File: config.mk
export PLATFORM = sky130hd
export DESIGN_NAME = mips_uart_tx_mmio
export DESIGN_NICKNAME = d
export VERILOG_FILES = /design/src/rtl/mips_uart_pkg.sv /design/src/rtl/mips_sync_fifo.sv /design/src/rtl/mips_uart_tx_mmio.sv
export SDC_FILE = /design/constraint.sdc
export NUM_CORES = 1
export LEC_CHECK = 0
export ABC_AREA = 1
export BUFFER_PORTS_ARGS = -buffer_cell sky130_fd_sc_hd__buf_2
export CAP_MARGIN = 20
export CORE_MARGIN = 4
export CORE_UTILIZATION = 50
export CTS_CLUSTER_DIAMETER = 120
export DETAILED_ROUTE_END_ITERATION = 7
export PLACE_DENSITY = 0.75
export SYNTH_ARGS = -nofsm -noshare
export SYNTH_HDL_FRONTEND = slang
export SYNTH_SLANG_ARGS = --single-unit
File: constraint.sdc
create_clock -name clock -period 4.8 [get_ports clock]
set_input_delay 0.24 -clock clock [delete_from_list [all_inputs] [get_ports clock]]
set_output_delay 0.24 -clock clock [all_outputs]
set_load 0.02 [all_outputs]
File: src/rtl/mips_uart_pkg.sv
// Shared definitions for the memory-mapped UART transmitter.
// Contents: serializer state encoding, register offsets relative to
// BASE_ADDR, and the bit positions of the STATUS word.
package mips_uart_pkg;

  typedef logic [1:0] state_t;
  localparam state_t ST_IDLE  = 2'd0;
  localparam state_t ST_START = 2'd1;
  localparam state_t ST_DATA  = 2'd2;
  localparam state_t ST_STOP  = 2'd3;

  localparam logic [31:0] TXDATA_OFS = 32'd0;
  localparam logic [31:0] STATUS_OFS = 32'd4;

  localparam int ST_FULL    = 0;
  localparam int ST_EMPTY   = 1;
  localparam int ST_BUSY    = 2;
  localparam int ST_OVF     = 3;
  localparam int ST_CNT_LSB = 4;

endpackage

File: src/rtl/mips_sync_fifo.sv
// 8-bit synchronous FIFO, DEPTH entries (power of two).
// Ports: clock/reset (async high), push/wdata, pop/rdata (rdata shows the
// head entry combinationally), full, empty, count.
// Pointers carry an extra wrap bit so full and empty are distinguishable.
module mips_sync_fifo #(
  parameter int DEPTH = 8
) (
  input  logic                     clock,
  input  logic                     reset,
  input  logic                     push,
  input  logic [7:0]               wdata,
  input  logic                     pop,
  output logic [7:0]               rdata,
  output logic                     full,
  output logic                     empty,
  output logic [$clog2(DEPTH):0]   count
);
  import mips_uart_pkg::*;

  localparam int AW = $clog2(DEPTH);

  logic [7:0]  mem [DEPTH];
  logic [AW:0] wptr, rptr;

  always_ff @(posedge clock or posedge reset) begin
    if (reset) begin
      wptr <= '0;
      rptr <= '0;
    end else begin
      if (push && !full) wptr <= wptr + 1'b1;
      if (pop && !empty) rptr <= rptr + 1'b1;
    end
  end

  // Storage needs no reset: entries are only read once written.
  always_ff @(posedge clock) begin
    if (push && !full) mem[wptr[AW-1:0]] <= wdata;
  end

  assign rdata = mem[rptr[AW-1:0]];
  assign empty = (wptr == rptr);
  assign full  = (wptr[AW] != rptr[AW]) && (wptr[AW-1:0] == rptr[AW-1:0]);
  assign count = wptr - rptr;

endmodule

File: src/rtl/mips_uart_tx_mmio.sv
// Memory-mapped UART transmitter for the mips_core data bus.
// Ports: clock, reset (async high); mem_write/mem_read/address/write_data
// from the core; read_data (combinational) and hit back to the core's load
// mux; tx serial line (idle high, registered) and tx_busy.
// sw BASE_ADDR queues write_data[7:0]; lw BASE_ADDR+4 returns
// {count, overflow, busy, empty, full}; sw BASE_ADDR+4 clears overflow.
module mips_uart_tx_mmio #(
  parameter logic [31:0] BASE_ADDR    = 32'hFFFF_0000,
  parameter int          CLKS_PER_BIT = 16,
  parameter int          FIFO_DEPTH   = 8
) (
  input  logic        clock,
  input  logic        reset,
  input  logic        mem_write,
  input  logic        mem_read,
  input  logic [31:0] address,
  input  logic [31:0] write_data,
  output logic [31:0] read_data,
  output logic        hit,
  output logic        tx,
  output logic        tx_busy
);
  import mips_uart_pkg::*;

  localparam int BW = (CLKS_PER_BIT > 1) ? $clog2(CLKS_PER_BIT) : 1;
  localparam int CW = $clog2(FIFO_DEPTH) + 1;

  logic            tx_hit, st_hit;
  logic            push, pop, full, empty, ovf;
  logic [7:0]      rdata, shift;
  logic [CW-1:0]   count;
  logic [3:0]      cnt4;
  logic [31:0]     status;
  state_t          state;
  logic [BW-1:0]   baud;
  logic [2:0]      bitn;
  logic            baud_last;
  logic            unused_wd;

  assign unused_wd = ^write_data[31:8];

  assign tx_hit = (address == BASE_ADDR + TXDATA_OFS);
  assign st_hit = (address == BASE_ADDR + STATUS_OFS);
  assign hit    = tx_hit || st_hit;

  // Full is the pre-edge value, so a pop on the same edge never frees a slot
  // for this write.
  assign push = mem_write && tx_hit && !full;

  mips_sync_fifo #(.DEPTH(FIFO_DEPTH)) u_fifo (
    .clock (clock),
    .reset (reset),
    .push  (push),
    .wdata (write_data[7:0]),
    .pop   (pop),
    .rdata (rdata),
    .full  (full),
    .empty (empty),
    .count (count)
  );

  // Sticky overflow; a drop and a clear on the same edge keeps it set.
  always_ff @(posedge clock or posedge reset) begin
    if (reset)                              ovf <= 1'b0;
    else if (mem_write && tx_hit && full)   ovf <= 1'b1;
    else if (mem_write && st_hit)           ovf <= 1'b0;
  end

  assign cnt4    = 4'(count);
  assign tx_busy = (state != ST_IDLE);

  always_comb begin
    status                       = '0;
    status[ST_FULL]              = full;
    status[ST_EMPTY]             = empty;
    status[ST_BUSY]              = tx_busy;
    status[ST_OVF]               = ovf;
    status[ST_CNT_LSB +: 4]      = cnt4;
  end

  assign read_data = (mem_read && st_hit) ? status : 32'd0;

  assign baud_last = (baud == BW'(CLKS_PER_BIT - 1));

  // Pop from IDLE, or at the last stop-bit cycle to chain frames gap-free.
  assign pop = !empty && ((state == ST_IDLE) || (state == ST_STOP && baud_last));

  // tx is loaded with the level of the state being entered, so it is a
  // clean register output aligned with the state change.
  always_ff @(posedge clock or posedge reset) begin
    if (reset) begin
      state <= ST_IDLE;
      baud  <= '0;
      bitn  <= '0;
      shift <= '0;
      tx    <= 1'b1;
    end else begin
      case (state)
        ST_IDLE: begin
          tx <= 1'b1;
          if (!empty) begin
            shift <= rdata;
            baud  <= '0;
            state <= ST_START;
            tx    <= 1'b0;
          end
        end
        ST_START: begin
          if (baud_last) begin
            baud  <= '0;
            bitn  <= '0;
            state <= ST_DATA;
            tx    <= shift[0];
          end else begin
            baud <= baud + 1'b1;
          end
        end
        ST_DATA: begin
          if (baud_last) begin
            baud <= '0;
            if (bitn == 3'd7) begin
              state <= ST_STOP;
              tx    <= 1'b1;
            end else begin
              bitn  <= bitn + 1'b1;
              shift <= shift >> 1;
              tx    <= shift[1];
            end
          end else begin
            baud <= baud + 1'b1;
          end
        end
        ST_STOP: begin
          if (baud_last) begin
            baud <= '0;
            if (!empty) begin
              shift <= rdata;
              state <= ST_START;
              tx    <= 1'b0;
            end else begin
              state <= ST_IDLE;
            end
          end else begin
            baud <= baud + 1'b1;
          end
        end
        default: state <= ST_IDLE;
      endcase
    end
  end

endmodule

==> results of run 1 <==
==> placed cells by master, fill, tap and decap left out, types with 4 or more instances in the layout <==
cell type	synthesis	final
sky130_fd_sc_hd__inv_2	4	4
sky130_fd_sc_hd__nand4_1	6	6
sky130_fd_sc_hd__nor2_1	50	50
sky130_fd_sc_hd__buf_2	9	54
sky130_fd_sc_hd__o21ai_0	13	13
sky130_fd_sc_hd__ha_1	14	14
sky130_fd_sc_hd__inv_1	29	29
sky130_fd_sc_hd__nand3_1	62	62
sky130_fd_sc_hd__dfrtp_1	26	26
sky130_fd_sc_hd__clkbuf_8	0	9
sky130_fd_sc_hd__a21oi_1	6	6
sky130_fd_sc_hd__edfxtp_1	64	64
sky130_fd_sc_hd__conb_1	1	24
sky130_fd_sc_hd__xor2_1	6	6
sky130_fd_sc_hd__nand2_1	144	144
sky130_fd_sc_hd__nor2_2	5	5
==> stage by stage <==
stage,utilization,instance area (µm²)
after floorplan,-,4684
after global placement,0.5477,4846
after detailed placement,0.5477,4846
after CTS,0.5707,5050
after global routing,0.5735,5075
final,0.5735,5075
==> registers in the layout (all words and copies together), names as in the netlist <==
| name | flops |
|---|---|
| u_fifo.mem | 64 |
| shift | 8 |
| baud | 4 |
| u_fifo.rptr | 4 |
| u_fifo.wptr | 4 |
| bitn | 3 |
| state | 2 |
| ovf | 1 |
| tx | 1 |
==> synthesized netlist by cell type (all sizes together) <==
cell type  instances
a21oi              7
a21boi             1
fa                 1
xor2               6
edfxtp            64
nand3b             2
conb               1
nand2            146
clkbuf             1
xnor2              1
ha                14
nor2              56
buf               37
inv               34
nand4              7
dfstp              1
o21a               1
o21ai             15
nand3             66
dfrtp             26
==> final timing paths <==
path	depth (start not counted)	startpoint	to
max	8	u_fifo.rptr[1]$_DFFE_PP0P_	u_fifo.mem[4][7]$_DFFE_PP_
max in group asynchronous	4	reset	tx$_DFFE_PP1P_
min reg2reg	2	shift[6]$_DFFE_PP0P_	shift[6]$_DFFE_PP0P_
min	1	write_data[2]	u_fifo.mem[2][2]$_DFFE_PP_
min in group asynchronous	3	reset	baud[0]$_DFFE_PP0P_
max reg2reg	8	u_fifo.rptr[1]$_DFFE_PP0P_	u_fifo.mem[4][7]$_DFFE_PP_
==> cells by family (layout without fill, tap and decap cells) <==
logic type / Yosys count / after routing / synth area share
and+or+nand+nor: 277 / 277 / 0.2639
DFF: 91 / 91 / 0.5652
buffers and inverters: 72 / 108 / 0.08462
AOI/OAI and AO/OA: 24 / 24 / 0.02966
adders and majority gates: 15 / 15 / 0.04245
xor gates and xnor gates: 7 / 7 / 0.01333
other: 1 / 24 / 0.0008155
==> final cells by class <==
class	instances	area share
clock buffer	9	0.02441
tap	108	0.02663
sequential	91	0.5121
clock inverter	7	0.01578
timing repair buffer	58	0.06114
inverter	34	0.02564
multi-input combinational	347	0.3343
==> power by group through the flow <==
stage | Sequential (mW) | Combinational [mW] | Clock (mW)
floorplan | 0.878 | 0.0531 | 0
global placement | 0.879 | 0.0635 | 0
detailed placement | 0.879 | 0.0661 | 0
CTS | 0.862 | 0.0661 | 0.522
global route | 0.865 | 0.0766 | 0.560
finish | 0.862 | 0.0681 | 0.509
==> per-layer routing <==
metal	vias to the layer above	GRT usage
met4	0	0.03894
met5	-	0
li1	1662	-
met3	8	0.04035
met2	83	0.2874
met1	1545	0.2237
==> results.json, run 1 <==
{
  "outcome": "finished clean",
  "power.leakage_nw": 2.310,
  "place_inst": 636,
  "synth_seq_area_share": 0.5652,
  "path_clk_slew_ns": 0.09,
  "whs_ns": 0.1526,
  "route.layer.met1.wl_mm": 3.892,
  "final.setup.worst_slack_ns": 1.878,
  "clock_power_share": 0.354,
  "routed-via-count": 3298,
  "nFillCells": 743,
  "relSlewSlack": 0.4772,
  "arrival_ns": 2.92,
  "worstMarginPinSlew_ns": 0.7814,
  "worst_setup_path_end_kind": "flop",
  "share_comb_of_total_power": 0.047,
  "syn-instance-count": 487,
  "met2RoutedLength_mm": 4.491,
  "cp_slowest_cell": "sky130_fd_sc_hd__nor2_1",
  "grt_usage": 0.1702,
  "drt-initial-drc-count": 235,
  "post_route_wl_mm": 8.989,
  "synth_largest_type_area_fraction": 0.4180,
  "yosys_warnings": 0,
  "maximum_number_of_pins_on_one_net_before_global_route_repair": 38,
  "first_pass_iters": 5,
  "synth_largest_area_cell": "sky130_fd_sc_hd__edfxtp_1",
  "multiInputGateArea_um2": 1697,
  "final_min_period_over_clock_period": 0.6087,
  "initial_core_util": 0.5197,
  "cts-buffers-inserted": 9,
  "finish.cell_count_without_fillers": 654,
  "maxSlewViolCount": 0,
  "post-cts-setup-buffers": 0,
  "layout-drive-gt1-share": 0.1703,
  "seqCellArea_um2": 2599,
  "timing.final.setup_violations": 0,
  "post-dp-hpwl_mm": 6.213,
  "cp_data_required_time_ns": 4.80,
  "chipHeight_um": 103.9,
  "cts-root-to-sink-buffers": 2,
  "final_nets": 624,
  "p_switching_uw": 354.6,
  "fin_skew_ns": 0.009419,
  "critical-path-top-delay-family": "simple AND/OR/NAND/NOR gates",
  "antenna_found_initial": 0,
  "worst_path_largest_cell_delay_ns": 0.65,
  "finalPower_mw": 1.439,
  "diodes": 0,
  "cts.hold.buffers_added": 0,
  "post-route-drc-count": 0,
  "grt_overflow": 0,
  "min_cycle_time_layout_ns": 2.922,
  "hold_removal_path_class": "input port to flop",
  "pre_cts_ws_ns": 1.898,
  "num_io_pins": 103,
  "ff2ff_setup_slack_ns": 1.88,
  "mappedNetlistArea_um2": 4598,
  "power-per-cell-area_nw_per_um2": 283.5,
  "criticalPathCategory": "flop to flop",
  "h_tree_lvls": 3,
  "clock_tree_sinks": 91,
  "core-area_um2": 8848,
  "detailroute.wirelength.met3_um": 525,
  "timing.critical_path.from_type": "flop",
  "timing.final.hold_violations": 0,
  "grt_pass1_vias": 3084,
  "timing.critical_path.fanout_max": 19,
  "achievable-frequency_ghz": 0.3423,
  "power_switching_share": 0.2464,
  "avgViaCountPerCell": 5.043,
  "synth.avg_cell_area_um2": 9.442,
  "top_layer": "met4",
  "ant_nets": 0,
  "floorplan.die_area_um2": 10790,
  "grt_pass1_wl_mm": 14.81,
  "cts_tree": "done",
  "worstPathBufferInverterCount": 2,
  "crit_chain": "buf_4, inv_2, ha_1, nand2_1, nor2_2, nand3_1, nand4_2, nor2_1",
  "fp-row-count": 34,
  "final.setup.tns_ns": 0,
  "place.port_buffers": 54,
  "clock_tree.root_cell": "sky130_fd_sc_hd__clkbuf_8",
  "cts_repair_resize_count": 0,
  "timing.max_cap.violations": 0,
  "power.internal_mw": 1.084,
  "synth_cell_types": 33,
  "synthToLayoutAreaGrowth_pct": 10.37,
  "clock_network_latency_to_the_later_pin_of_the_worst_skew_pair_ns": 0.36,
  "die-width_um": 103.9,
  "share_seq_of_total_power": 0.599,
  "gp_congestion": 0.7887,
  "synth.ff_latch_count": 91,
  "route.detailed.wl_per_inst_um": 13.74,
  "irDropWorstVdd_uv": 219.1,
  "netlist_top_cells_area": "sky130_fd_sc_hd__edfxtp_1 (42%), sky130_fd_sc_hd__dfrtp_1 (14%), sky130_fd_sc_hd__nand2_1 (12%), sky130_fd_sc_hd__nand3_1 (6.7%), sky130_fd_sc_hd__buf_4 (4.2%)",
  "grt_setup_unrepaired": "false"
}
Note: power is estimated with default switching activity, not from simulation.
==> inputs of run 2 (changes only) <==
--- a/config.mk
+++ b/config.mk
@@ -9,10 +9,10 @@
 export BUFFER_PORTS_ARGS = -buffer_cell sky130_fd_sc_hd__buf_2
 export CAP_MARGIN = 20
 export CORE_MARGIN = 4
-export CORE_UTILIZATION = 50
+export CORE_UTILIZATION = 49
 export CTS_CLUSTER_DIAMETER = 120
 export DETAILED_ROUTE_END_ITERATION = 7
-export PLACE_DENSITY = 0.75
+export PLACE_DENSITY = 0.76
 export SYNTH_ARGS = -nofsm -noshare
 export SYNTH_HDL_FRONTEND = slang
 export SYNTH_SLANG_ARGS = --single-unit
==> constraint.sdc (replaced) <==
create_clock -name clock -period 2.6 [get_ports clock]
set_input_delay 0.13 -clock clock [delete_from_list [all_inputs] [get_ports clock]]
set_output_delay 0.13 -clock clock [all_outputs]
set_load 0.02 [all_outputs]
==> run 2 against run 1 <==
- fmax rose by 23%
- clock skew rose by 0.0020 ns
- sequential share of layout area fell by 0.86 points
- critical endpoint is now u_fifo.mem[4][1]$_DFFE_PP_
- largest power group unchanged
- highest routed layer unchanged
==> results.json, run 2 (synthesized netlist as in run 1, its figures left out) <==
{
  "outcome": "finished clean",
  "post-dp-hpwl_mm": 6.906,
  "first_pass_iters": 5,
  "clock_network_latency_to_the_later_pin_of_the_worst_skew_pair_ns": 0.36,
  "achievable-frequency_ghz": 0.4204,
  "cp_data_required_time_ns": 2.59,
  "p_switching_uw": 598.3,
  "antenna_found_initial": 0,
  "grt.met1_usage": 0.2269,
  "fp-row-count": 35,
  "chipHeight_um": 104.9,
  "synthToLayoutAreaGrowth_pct": 12.24,
  "share_comb_of_total_power": 0.049,
  "diodes": 0,
  "initial_core_util": 0.5000,
  "grt_setup_unrepaired": "false",
  "floorplan.die_area_um2": 11000,
  "maximum_number_of_pins_on_one_net_before_global_route_repair": 37,
  "power.internal_mw": 2.102,
  "avgViaCountPerCell": 5.090,
  "fin_skew_ns": 0.01146,
  "routed-via-count": 3390,
  "whs_ns": 0.09243,
  "layout_commonest_cell": "sky130_fd_sc_hd__nand2_1",
  "core-area_um2": 9196,
  "layout.cells.most_common_list": "sky130_fd_sc_hd__nand2_1 (144), sky130_fd_sc_hd__edfxtp_1 (64), sky130_fd_sc_hd__nand3_1 (62)",
  "ff2ff_setup_slack_ns": 0.22,
  "path_clk_slew_ns": 0.09,
  "cts_tree": "done",
  "hold_depth": 1,
  "post-route-drc-count": 0,
  "power.leakage_nw": 2.363,
  "cts-buffers-inserted": 9,
  "share_seq_of_total_power": 0.589,
  "maxSlewViolCount": 0,
  "reg2reg_from": "u_fifo.wptr[2]$_DFFE_PP0P_",
  "timing.critical_path.from_type": "flop",
  "critPathLaunch": "u_fifo.wptr[2]$_DFFE_PP0P_",
  "place.port_buffers": 54,
  "grt_usage": 0.1798,
  "clock_power_share": 0.361,
  "power-per-cell-area_nw_per_um2": 523.1,
  "grt_overflow": 0,
  "ff2ff_path_depth": 6,
  "final.setup.tns_ns": 0,
  "post_route_wl_mm": 9.556,
  "relSlewSlack": 0.5638,
  "power_switching_share": 0.2216,
  "criticalPathCategory": "flop to flop",
  "arrival_ns": 2.36,
  "timing.final.hold_violations": 0,
  "worst_r2r_endpoint": "u_fifo.mem[4][1]$_DFFE_PP_",
  "min_cycle_time_layout_ns": 2.379,
  "num_io_pins": 103,
  "clock_tree.root_cell": "sky130_fd_sc_hd__clkbuf_8",
  "gp_congestion": 0.8266,
  "layout-drive-gt1-share": 0.1838,
  "post-cts-setup-buffers": 0,
  "timing.final.setup_violations": 0,
  "final_min_period_over_clock_period": 0.9148,
  "cts-root-to-sink-buffers": 2,
  "global_route.usage.met3": 0.03953,
  "timing.critical_path.fanout_max": 8,
  "cts.hold.buffers_added": 0,
  "h_tree_lvls": 3,
  "hold_removal_path_class": "input port to flop",
  "irDropWorstVdd_uv": 661.3,
  "route.detailed.wl_per_inst_um": 14.35,
  "ant_nets": 0,
  "worst_setup_path_endpoint": "u_fifo.mem[4][1]$_DFFE_PP_",
  "worst_setup_path_end_kind": "flop",
  "die-width_um": 104.9,
  "grt_pass1_wl_mm": 15.61,
  "worstMarginPinSlew_ns": 0.6519,
  "groute.layer.met2.usage": 0.3020,
  "grt-busiest-layer": "met2",
  "number_of_flip_flops_under_the_largest_register_name": 64,
  "timing.max_cap.violations": 0,
  "grt_pass1_vias": 3309,
  "clock_tree_sinks": 91,
  "final_nets": 633,
  "cts_repair_resize_count": 0,
  "drt-initial-drc-count": 239
}
## run 2: routing by layer
| metal | vias up | wire (µm) |
|---|---|---|
| met5 | - | 0 |
| met4 | 0 | 197 |
| met3 | 18 | 583 |
| met2 | 111 | 4819 |
| met1 | 1578 | 3955 |
| li1 | 1683 | - |
## run 2: how the worst min path moves through the flow
stage / startpoint / to / slack [ns]
finish: write_data[7] / u_fifo.mem[2][7]$_DFFE_PP_ / 0.09
global route: write_data[1] / u_fifo.mem[6][1]$_DFFE_PP_ / 0.08
CTS: reset / baud[1]$_DFFE_PP0P_ / 0.04
detailed placement: reset / baud[3]$_DFFE_PP0P_ / 0.44
global placement: reset / baud[0]$_DFFE_PP0P_ / 0.43
floorplan: reset / baud[0]$_DFFE_PP0P_ / 0.18
## run 2: through the flow
stage / cell area, µm² / power, mW / cells / util / worst slack (ns)
2_1_floorplan: 4684 / 1.718 / 510 / - / 0.2274
3_3_place_gp: 4917 / 1.745 / 648 / 0.5347 / 0.3248
3_5_place_dp: 4917 / 1.751 / 648 / 0.5347 / 0.2485
4_1_cts: 5124 / 2.720 / 664 / 0.5571 / 0.2203
5_1_grt: 5161 / 2.818 / 666 / 0.5612 / 0.1016
6_report: 5161 / 2.700 / 666 / 0.5612 / 0.2215
## run 2: power groups by stage
stage	Sequential, mW	Combinational [mW]	Clock [mW]
global placement	1.62	0.123	0
CTS	1.59	0.128	1.00
global route	1.59	0.149	1.07
floorplan	1.62	0.0980	0
detailed placement	1.62	0.127	0
finish	1.59	0.133	0.976
## run 2: final cells by class
type | count | area, µm²
well taps | 111 | 138.9
repair buffers | 67 | 390.4
flip-flops and latches | 91 | 2599
fillers | 787 | 4035
clock inverters | 6 | 68.82
multi-input cells | 347 | 1697
inverters | 34 | 130.1
clock buffers | 10 | 137.6
## run 2: critical path, stage by stage (launching register included)
cell                      delay [ns]
sky130_fd_sc_hd__dfrtp_1        0.49
sky130_fd_sc_hd__ha_1           0.36
sky130_fd_sc_hd__inv_1          0.10
sky130_fd_sc_hd__nor2_2         0.07
sky130_fd_sc_hd__nand3_1        0.19
sky130_fd_sc_hd__nand4_2        0.23
sky130_fd_sc_hd__nor2_1         0.56
==> inputs of run 3 (changes only) <==
--- a/config.mk
+++ b/config.mk
@@ -12,7 +12,7 @@
 export CORE_UTILIZATION = 49
 export CTS_CLUSTER_DIAMETER = 120
 export DETAILED_ROUTE_END_ITERATION = 7
-export PLACE_DENSITY = 0.76
+export PLACE_DENSITY_LB_ADDON = 0.3
 export SYNTH_ARGS = -nofsm -noshare
 export SYNTH_HDL_FRONTEND = slang
 export SYNTH_SLANG_ARGS = --single-unit
==> run 3 against run 2 <==
- clock power increased by 16%
- clock skew decreased by 0.0042 ns
- first-iteration DRC count decreased by 4.2%
- critical path type is now flop to output port
- clock-buffer cell count decreased by 1
- register-to-register slack improved by 0.30 ns
- final cell count increased by 0.45%
- core utilization increased by 0.59 points
- worst setup slack improved by 0.25 ns
- largest power group unchanged
- combinational power about the same
- critical endpoint is now read_data[0]
- fmax increased by 12%
==> results.json, run 3 (synthesized netlist as in run 1, its figures left out) <==
{
  "outcome": "finished clean",
  "clock_tree_sinks": 91,
  "layout-drive-gt1-share": 0.1882,
  "avgViaCountPerCell": 4.967,
  "path_clk_slew_ns": 0.10,
  "cp_slowest_cell": "sky130_fd_sc_hd__dfrtp_1",
  "floorplan.die_area_um2": 11000,
  "clock_tree.root_cell": "sky130_fd_sc_hd__clkbuf_8",
  "arrival_ns": 2.00,
  "chipHeight_um": 104.9,
  "irDropWorstVdd_uv": 429.9,
  "grt_pass1_wl_mm": 15.03,
  "share_seq_of_total_power": 0.559,
  "cp_data_required_time_ns": 2.47,
  "hold_removal_path_class": "input port to flop",
  "number_of_flip_flops_under_the_largest_register_name": 64,
  "diodes": 0,
  "core-area_um2": 9196,
  "p_switching_uw": 655.8,
  "criticalPathCategory": "flop to output port",
  "timing.critical_path.fanout_max": 8,
  "clock_network_latency_to_the_later_pin_of_the_worst_skew_pair_ns": 0.37,
  "worst_path_largest_cell_delay_ns": 0.50,
  "ant_nets": 0,
  "hold_depth": 1,
  "fp-row-count": 35,
  "initial_core_util": 0.5000,
  "final_nets": 636,
  "grt_pass1_vias": 3138,
  "h_tree_lvls": 3,
  "place.port_buffers": 54,
  "achievable-frequency_ghz": 0.4691,
  "relSlewSlack": 0.6348,
  "timing.critical_path.from_type": "flop",
  "dpl_cell_area_um2": 4940,
  "fin_skew_ns": 0.007303,
  "cts_tree": "done",
  "power-per-cell-area_nw_per_um2": 546.5,
  "first_pass_iters": 5,
  "drt-initial-drc-count": 229,
  "final.setup.tns_ns": 0,
  "post-cts-setup-buffers": 0,
  "nFillCells": 791,
  "grt_overflow": 0,
  "seqCellArea_um2": 2599,
  "clock_power_share": 0.396,
  "multiInputGateArea_um2": 1697,
  "maxSlewViolCount": 0,
  "share_comb_of_total_power": 0.046,
  "timing.final.hold_violations": 0,
  "post-route-drc-count": 0,
  "crit_chain": "ha_1, nand2_1, nor2_2, nand3_1, nor2_1, buf_2",
  "post_route_wl_mm": 9.267,
  "maximum_number_of_pins_on_one_net_before_global_route_repair": 37,
  "num_io_pins": 103,
  "final_min_period_over_clock_period": 0.8199,
  "antenna_found_initial": 0,
  "route.detailed.wl_per_inst_um": 13.85,
  "grt_usage": 0.1739,
  "power.leakage_nw": 2.399,
  "cts-root-to-sink-buffers": 2,
  "grt_setup_unrepaired": "false",
  "routed-via-count": 3323,
  "layout.cells.most_common_list": "sky130_fd_sc_hd__nand2_1 (144), sky130_fd_sc_hd__edfxtp_1 (64), sky130_fd_sc_hd__nand3_1 (62)",
  "post-dp-hpwl_mm": 6.545,
  "cts-buffers-inserted": 9,
  "timing.max_cap.violations": 0,
  "ff2ff_path_depth": 7,
  "power_switching_share": 0.2301,
  "worst_setup_path_end_kind": "output port",
  "layout_commonest_cell": "sky130_fd_sc_hd__nand2_1",
  "timing.final.setup_violations": 0,
  "die-width_um": 104.9,
  "worstMarginPinSlew_ns": 0.5470,
  "power.internal_mw": 2.194,
  "gp_congestion": 0.8440,
  "finalInstanceArea_um2": 5215,
  "min_cycle_time_layout_ns": 2.132,
  "synthToLayoutAreaGrowth_pct": 13.41
}
## run 3: changes by cell type in the layout (fill, tap and decap cells not counted)
cell | before | now
sky130_fd_sc_hd__inv_8 | 0 | 4
sky130_fd_sc_hd__inv_6 | 3 | 1
sky130_fd_sc_hd__clkinv_2 | 1 | 0
sky130_fd_sc_hd__clkbuf_8 | 10 | 9
sky130_fd_sc_hd__clkinvlp_4 | 1 | 0
sky130_fd_sc_hd__buf_4 | 11 | 14
sky130_fd_sc_hd__bufinv_16 | 1 | 2
## run 3: final timing paths
kind / startpoint / slack [ns] / end
worst max-delay path: u_fifo.wptr[1]$_DFFE_PP0P_ / 0.47 / read_data[0]
worst min-delay path: write_data[7] / 0.06 / u_fifo.mem[1][7]$_DFFE_PP_
worst max register to register: u_fifo.wptr[1]$_DFFE_PP0P_ / 0.52 / u_fifo.mem[6][5]$_DFFE_PP_
worst min register to register: shift[5]$_DFFE_PP0P_ / 0.49 / shift[5]$_DFFE_PP0P_
max in group asynchronous: reset / 1.87 / u_fifo.rptr[2]$_DFFE_PP0P_
min in group asynchronous: reset / 0.29 / baud[1]$_DFFE_PP0P_
## run 3: cell type report
class / count / area share
Sequential cell: 91 / 0.4983
Multi-Input combinational cell: 347 / 0.3253
Timing Repair Buffer: 70 / 0.07917
Tap cell: 111 / 0.02663
Inverter: 34 / 0.02495
Clock buffer: 9 / 0.02375
Clock inverter: 7 / 0.02183
## run 3: layer usage
| metal | share of wire | vias up | GRT usage |
|---|---|---|---|
| met1 | 0.43 | 1534 | 0.2261 |
| met3 | 0.053 | 9 | 0.02903 |
| li1 | - | 1694 | - |
| met4 | 0.010 | 0 | 0.05061 |
| met2 | 0.51 | 86 | 0.2993 |
| met5 | 0 | - | 0 |
## run 3: timing repair
action,4_1_cts,5_1_grt
gates resized for setup,0,0
endpoints found under the hold margin,0,7
hold buffers,0,1
## run 3: power groups by stage
stage	combinational (mW)	clock (mW)	sequential, mW
2_1_floorplan	0.0980	0	1.62
5_1_grt	0.147	1.21	1.60
3_5_place_dp	0.126	0	1.62
3_3_place_gp	0.122	0	1.62
4_1_cts	0.125	1.14	1.59
6_report	0.131	1.13	1.59
## run 3: stage by stage
step	setup slack [ns]	util	power, mW	hold WS (ns)	instances
after floorplan	0.2274	-	1.718	0.1820	510
after global placement	0.5642	0.5371	1.744	0.4342	651
after detailed placement	0.5482	0.5371	1.748	0.4475	651
after CTS	0.4568	0.5630	2.856	0.05788	667
after global routing	0.2866	0.5671	2.952	0.06320	669
final	0.4684	0.5671	2.850	0.06098	669
## run 3: critical path, delay by kind of cell, from the launching register on
| kind | cells | cell delay, ns |
|---|---|---|
| DFF | 1 | 0.50 |
| and+or+nand+nor | 4 | 0.60 |
| buffers and inverters | 1 | 0.18 |
| adders and majority gates | 1 | 0.34 |
